$ cat src/rtl/ring_decoder.sv
// Ring-counter sequence decoder: tracks a 4-state Johnson-style code ring and reports lock/errors.
// Latency: 1 cycle; every output is registered and reflects the code accepted at the prior edge.
// Backpressure: none; code_in is sampled only when code_valid is high and the block is always ready.
//
// Ports:
//   clk         - sole clock, rising edge
//   reset       - asynchronous active-low reset
//   clr         - synchronous clear of rev_cnt, err_cnt and lock state (beats code_valid)
//   code_in     - ring counter state word, bit 2 = first stage
//   code_valid  - qualifies code_in
//   phase       - decoded phase of the last legal accepted code
//   locked      - high while tracking a correct sequence
//   illegal_err - one-cycle pulse on an illegal accepted code
//   seq_err     - one-cycle pulse on an out-of-order legal code while locked
//   rev_cnt     - completed revolutions while locked (wraps)
//   err_cnt     - total error pulses (saturates)
module ring_decoder #(
  parameter int unsigned LOCK_CNT = 3
) (
  input  logic       clk,
  input  logic       reset,
  input  logic       clr,
  input  logic [2:0] code_in,
  input  logic       code_valid,
  output logic [1:0] phase,
  output logic       locked,
  output logic       illegal_err,
  output logic       seq_err,
  output logic [7:0] rev_cnt,
  output logic [7:0] err_cnt
);

  localparam logic [3:0] LOCK_CNT_W = 4'(LOCK_CNT);

  typedef enum logic [1:0] {
    HUNT   = 2'd0,
    SYNC   = 2'd1,
    LOCKED = 2'd2
  } state_t;

  state_t     state_q, state_d;
  logic [1:0] phase_q, phase_d;
  logic [3:0] good_q, good_d;
  logic       locked_q, locked_d;
  logic       illegal_q, illegal_d;
  logic       seq_q, seq_d;
  logic [7:0] rev_q, rev_d;
  logic [7:0] err_q, err_d;

  logic       code_legal;
  logic [1:0] code_phase;
  logic [1:0] exp_phase;
  logic       code_exp;
  logic [3:0] good_inc;

  // Code decode: only the four ring states are legal.
  always_comb begin
    code_legal = 1'b1;
    code_phase = 2'd0;
    case (code_in)
      3'b001:  code_phase = 2'd0;
      3'b100:  code_phase = 2'd1;
      3'b110:  code_phase = 2'd2;
      3'b011:  code_phase = 2'd3;
      default: code_legal = 1'b0;
    endcase
  end

  // A repeated code is not the expected successor, so it counts as out of order.
  assign exp_phase = phase_q + 2'd1;
  assign code_exp  = code_legal && (code_phase == exp_phase);
  assign good_inc  = good_q + 4'd1;

  // State register
  always_ff @(posedge clk or negedge reset) begin
    if (!reset) begin
      state_q <= HUNT;
    end else begin
      state_q <= state_d;
    end
  end

  // Next-state logic
  always_comb begin
    state_d = state_q;
    if (clr) begin
      state_d = HUNT;
    end else if (code_valid) begin
      case (state_q)
        HUNT: begin
          if (code_legal) state_d = SYNC;
        end
        SYNC: begin
          if (!code_legal) begin
            state_d = HUNT;
          end else if (code_exp && (good_inc == LOCK_CNT_W)) begin
            state_d = LOCKED;
          end
        end
        LOCKED: begin
          if (!code_legal) begin
            state_d = HUNT;
          end else if (!code_exp) begin
            state_d = SYNC;
          end
        end
        default: state_d = HUNT;
      endcase
    end
  end

  // Output / datapath logic
  always_comb begin
    phase_d   = phase_q;
    good_d    = good_q;
    illegal_d = 1'b0;
    seq_d     = 1'b0;
    rev_d     = rev_q;
    err_d     = err_q;

    if (clr) begin
      // Phase deliberately held; only lock state and counters are cleared.
      good_d = 4'd0;
      rev_d  = 8'd0;
      err_d  = 8'd0;
    end else if (code_valid) begin
      if (!code_legal) begin
        illegal_d = 1'b1;
        good_d    = 4'd0;
      end else begin
        phase_d = code_phase;
        case (state_q)
          SYNC: begin
            good_d = code_exp ? good_inc : 4'd0;
          end
          LOCKED: begin
            if (code_exp) begin
              // Wrapping 3->0 completes one revolution.
              if (phase_q == 2'd3) rev_d = rev_q + 8'd1;
            end else begin
              seq_d  = 1'b1;
              good_d = 4'd0;
            end
          end
          default: begin
            good_d = 4'd0;
          end
        endcase
      end

      // At most one of the two pulses is set, so one increment covers both.
      if ((illegal_d || seq_d) && (err_q != 8'hFF)) begin
        err_d = err_q + 8'd1;
      end
    end
  end

  assign locked_d = (state_d == LOCKED);

  always_ff @(posedge clk or negedge reset) begin
    if (!reset) begin
      phase_q   <= 2'd0;
      good_q    <= 4'd0;
      locked_q  <= 1'b0;
      illegal_q <= 1'b0;
      seq_q     <= 1'b0;
      rev_q     <= 8'd0;
      err_q     <= 8'd0;
    end else begin
      phase_q   <= phase_d;
      good_q    <= good_d;
      locked_q  <= locked_d;
      illegal_q <= illegal_d;
      seq_q     <= seq_d;
      rev_q     <= rev_d;
      err_q     <= err_d;
    end
  end

  assign phase       = phase_q;
  assign locked      = locked_q;
  assign illegal_err = illegal_q;
  assign seq_err     = seq_q;
  assign rev_cnt     = rev_q;
  assign err_cnt     = err_q;

endmodule

$ cat config.mk
export PLATFORM = sky130hd
export DESIGN_NAME = ring_decoder
export DESIGN_NICKNAME = d
export VERILOG_FILES = /design/src/rtl/ring_decoder.sv
export SDC_FILE = /design/constraint.sdc
export NUM_CORES = 1
export LEC_CHECK = 0
export BUFFER_PORTS_ARGS = -buffer_cell sky130_fd_sc_hd__buf_2
export CAP_MARGIN = 20
export CORE_MARGIN = 1.5
export CORE_UTILIZATION = 60
export DETAILED_ROUTE_END_ITERATION = 6
export PLACE_DENSITY = 0.84
export SYNTH_ARGS = -nofsm -noshare
export SYNTH_HDL_FRONTEND = slang
export SYNTH_SLANG_ARGS = --single-unit
$ cat constraint.sdc
create_clock -name clk -period 6.2 [get_ports clk]
set_input_delay 0 -clock clk [delete_from_list [all_inputs] [get_ports clk]]
set_output_delay 0 -clock clk [all_outputs]
set_load 0.005 [all_outputs]
==> out/metrics.cfg <==
[clock_network]
cts_resized = 0
clock-sinks = 27
cts-root-buf = clkbuf_4
cts_buffers = 3
htreeDepth = 1
cts_hold_buf = 1
clkTransAtPathRegs_ps = 140
cts_setup_buffers = 0
clk_latency_ps = 320
cts_tree = built
clockBufferDepth = 2

[grt]
antenna_found_initial = 0
grt_max_degree = 29
grt_pass1_wl_um = 5600
grt_pass1_vias = 1315
grt_use_total = 0.221
overflow = 0

[detailed_routing]
wl_per_cell_um = 14.5
firstDrtPassIters = 4
drt_iter0_markers = 36
vias = 1428
ant_nets = 0
drc = 0
routed_wl_um = 3410
viasPerCell = 6.05

[setup_path]
path_delay_family = compound AO/OA/AOI/OAI gates
worstPathRequired_ps = 6450
crit_chain = ha_1 -> o21bai_1 -> a221oi_2 -> o31ai_1 -> a21oi_1
crit_path_end_kind = register
crit_path_top_delay_cell = a221oi_2
start_kind = register
path_class = register to register
worstPathMaxFanout = 14
crit_arrival_ps = 2500
cp_num_buf_inv = 0
max_stage_delay_ps = 750

[synthesis]
syn_area_um2 = 1650
ys_seq_area_frac = 0.410
synth-edff-count = 0
ys_warn_count = 0
ys_dominant_reg_cell = dfrtp_1
synthArstFlopShare = 1.00
yosysUniqueCellTypes = 44
ys_seq_elements = 27
synth_fp_nets = 192
synth_area_per_cell_um2 = 9.15
synth_cells = 180
synth_area_leaders = dfrtp_1 41%, a21oi_1 4.9%, nand3_1 4.3%
netlist.area_leader.share = 0.410
yosysTopAreaCell = dfrtp_1

[pwr]
power_frac_comb = 0.162
p_leak_nw = 0.788
pwr-share-seq = 0.592
peakVddDrop_mv = 0.115
p_per_area_nw_per_um2 = 173
pwr-share-clk = 0.246
intPower_uw = 225
switching_share = 0.288
p_sw_uw = 91.1

[die]
rows = 18
coreArea_um2 = 2540
start_util = 0.647
die_h_um = 55.4
ios = 28
die_x_um = 55.4
die-area_um2 = 3070

[timing]
fmax_mhz = 444
setup-tns-final_ps = 0
skew_ps = 9.01
grt_setup_unrepaired = false
slew_headroom = 0.440
period_needed_ps = 2250
slew_viol_final = 0
setup_viol = 0
worstMarginPinSlew_ps = 839
hold_viol = 0
fin_crit_sh = 0.363

[placement]
hpwl_um = 2460
finalWeightedCongestion = 0.787
portBuffers = 27

[layout]
fin_util = 0.720
insertedDiodeCount = 0
drive_gt1_frac = 0.180
nNetsFinal = 219
area_delta_synth_final_pct = 11.2

[status]
status = finished clean

[flow_run]
cap_viol_max_count = 0

[worst_hold_path]
worstHoldPathType = primary input to register

## metal layers
| layer | global-route usage | vias to the layer above | share of wire |
|---|---|---|---|
| met5 | 0 | - | 0 |
| met4 | 0.0592 | 0 | 0.0029 |
| met3 | 0.0304 | 2 | 0.039 |
| met2 | 0.398 | 35 | 0.50 |
| met1 | 0.276 | 680 | 0.45 |
| li1 | - | 711 | - |
## placed cells by master (no fill, tap or decap), types with 4 or more instances in the layout
cell | netlist | final
nand2b_1 | 5 | 5
or4_1 | 5 | 5
xnor2_1 | 5 | 5
ha_1 | 5 | 5
o31ai_1 | 8 | 8
nor2_1 | 15 | 15
nand2_1 | 12 | 12
nand3_1 | 14 | 14
dfrtp_1 | 27 | 27
inv_1 | 9 | 9
a21oi_1 | 16 | 16
or3_1 | 5 | 5
buf_2 | 1 | 27
nor2b_1 | 4 | 4
a211oi_1 | 4 | 4
and3b_1 | 4 | 4
## state kept, by name, summed over array words and instances (netlist names)
signal and count:
err_cnt 8, good_q 4, illegal_err 1, locked 1
phase 2, rev_cnt 8, seq_err 1, state_q 2
## cell families (layout without fill, tap and decap cells)
| family | Yosys count | count (layout) | synth area share |
|---|---|---|---|
| and+or+nand+nor | 76 | 76 | 0.253 |
| AOI/OAI and AO/OA | 48 | 48 | 0.208 |
| DFF | 27 | 27 | 0.410 |
| buffers and inverters | 15 | 41 | 0.0350 |
| xor gates and xnor gates | 6 | 6 | 0.0365 |
| adders and majority gates | 5 | 5 | 0.0380 |
| muxes | 3 | 3 | 0.0190 |
## power by group through the flow
stage | registers [mW] | clock network (mW) | logic (mW)
2_1_floorplan | 0.190 | 0 | 0.0327
3_3_place_gp | 0.190 | 0 | 0.0478
3_5_place_dp | 0.191 | 0 | 0.0501
4_1_cts | 0.187 | 0.0808 | 0.0509
5_1_grt | 0.188 | 0.0855 | 0.0572
6_report | 0.187 | 0.0777 | 0.0511
## metrics by stage
stage	cell area, um2	power, mW	cells	setup slack (ps)	hold slack, ps
global placement	1800	0.238	231	4070	34.0
CTS	1830	0.319	236	3960	1.57
finish	1830	0.316	236	3950	27.2
global route	1830	0.331	236	3760	40.4
floorplan	1650	0.222	180	4250	-296
detailed placement	1800	0.241	231	3980	42.4
## cell type report
class | instances | area (um2)
Fill cell | 210 | 713
Multi-Input combinational cell | 138 | 913
Clock buffer | 4 | 26.3
Timing Repair Buffer | 28 | 145
Tap cell | 30 | 37.5
Inverter | 9 | 33.8
Sequential cell | 27 | 676
## cells in the mapped netlist, drive strengths merged, types with 2 or more instances
| cell type | number |
|---|---|
| o21bai | 2 |
| nand2b | 5 |
| ha | 5 |
| or3 | 5 |
| a211oi | 4 |
| o31ai | 8 |
| nand3 | 14 |
| and3 | 3 |
| mux2i | 2 |
| o21ai | 4 |
| nor2 | 15 |
| xnor2 | 5 |
| and3b | 4 |
| or4 | 5 |
| nand2 | 12 |
| dfrtp | 27 |
| nor2b | 4 |
| a21boi | 2 |
| clkbuf | 5 |
| and2 | 2 |
| a21oi | 16 |
| nor3 | 2 |
| inv | 9 |
| nor3b | 2 |
## worst min-delay path, stage by stage
cell	delay, ps
buf_2	140
inv_1	110
nor3_1	60
## worst paths after layout
check,start,endpoint,slack [ps],cells after the start
worst max-delay path,phase[0],err_cnt[4],3950,5
worst min-delay path,code_valid,illegal_err,30,3
worst max register to register,phase[0],err_cnt[4],3950,5
worst min register to register,err_cnt[7],err_cnt[7],580,2
max in group asynchronous,reset,seq_err,5580,2
min in group asynchronous,reset,err_cnt[2],200,2
No activity file was read; power rests on OpenSTA's default activity.
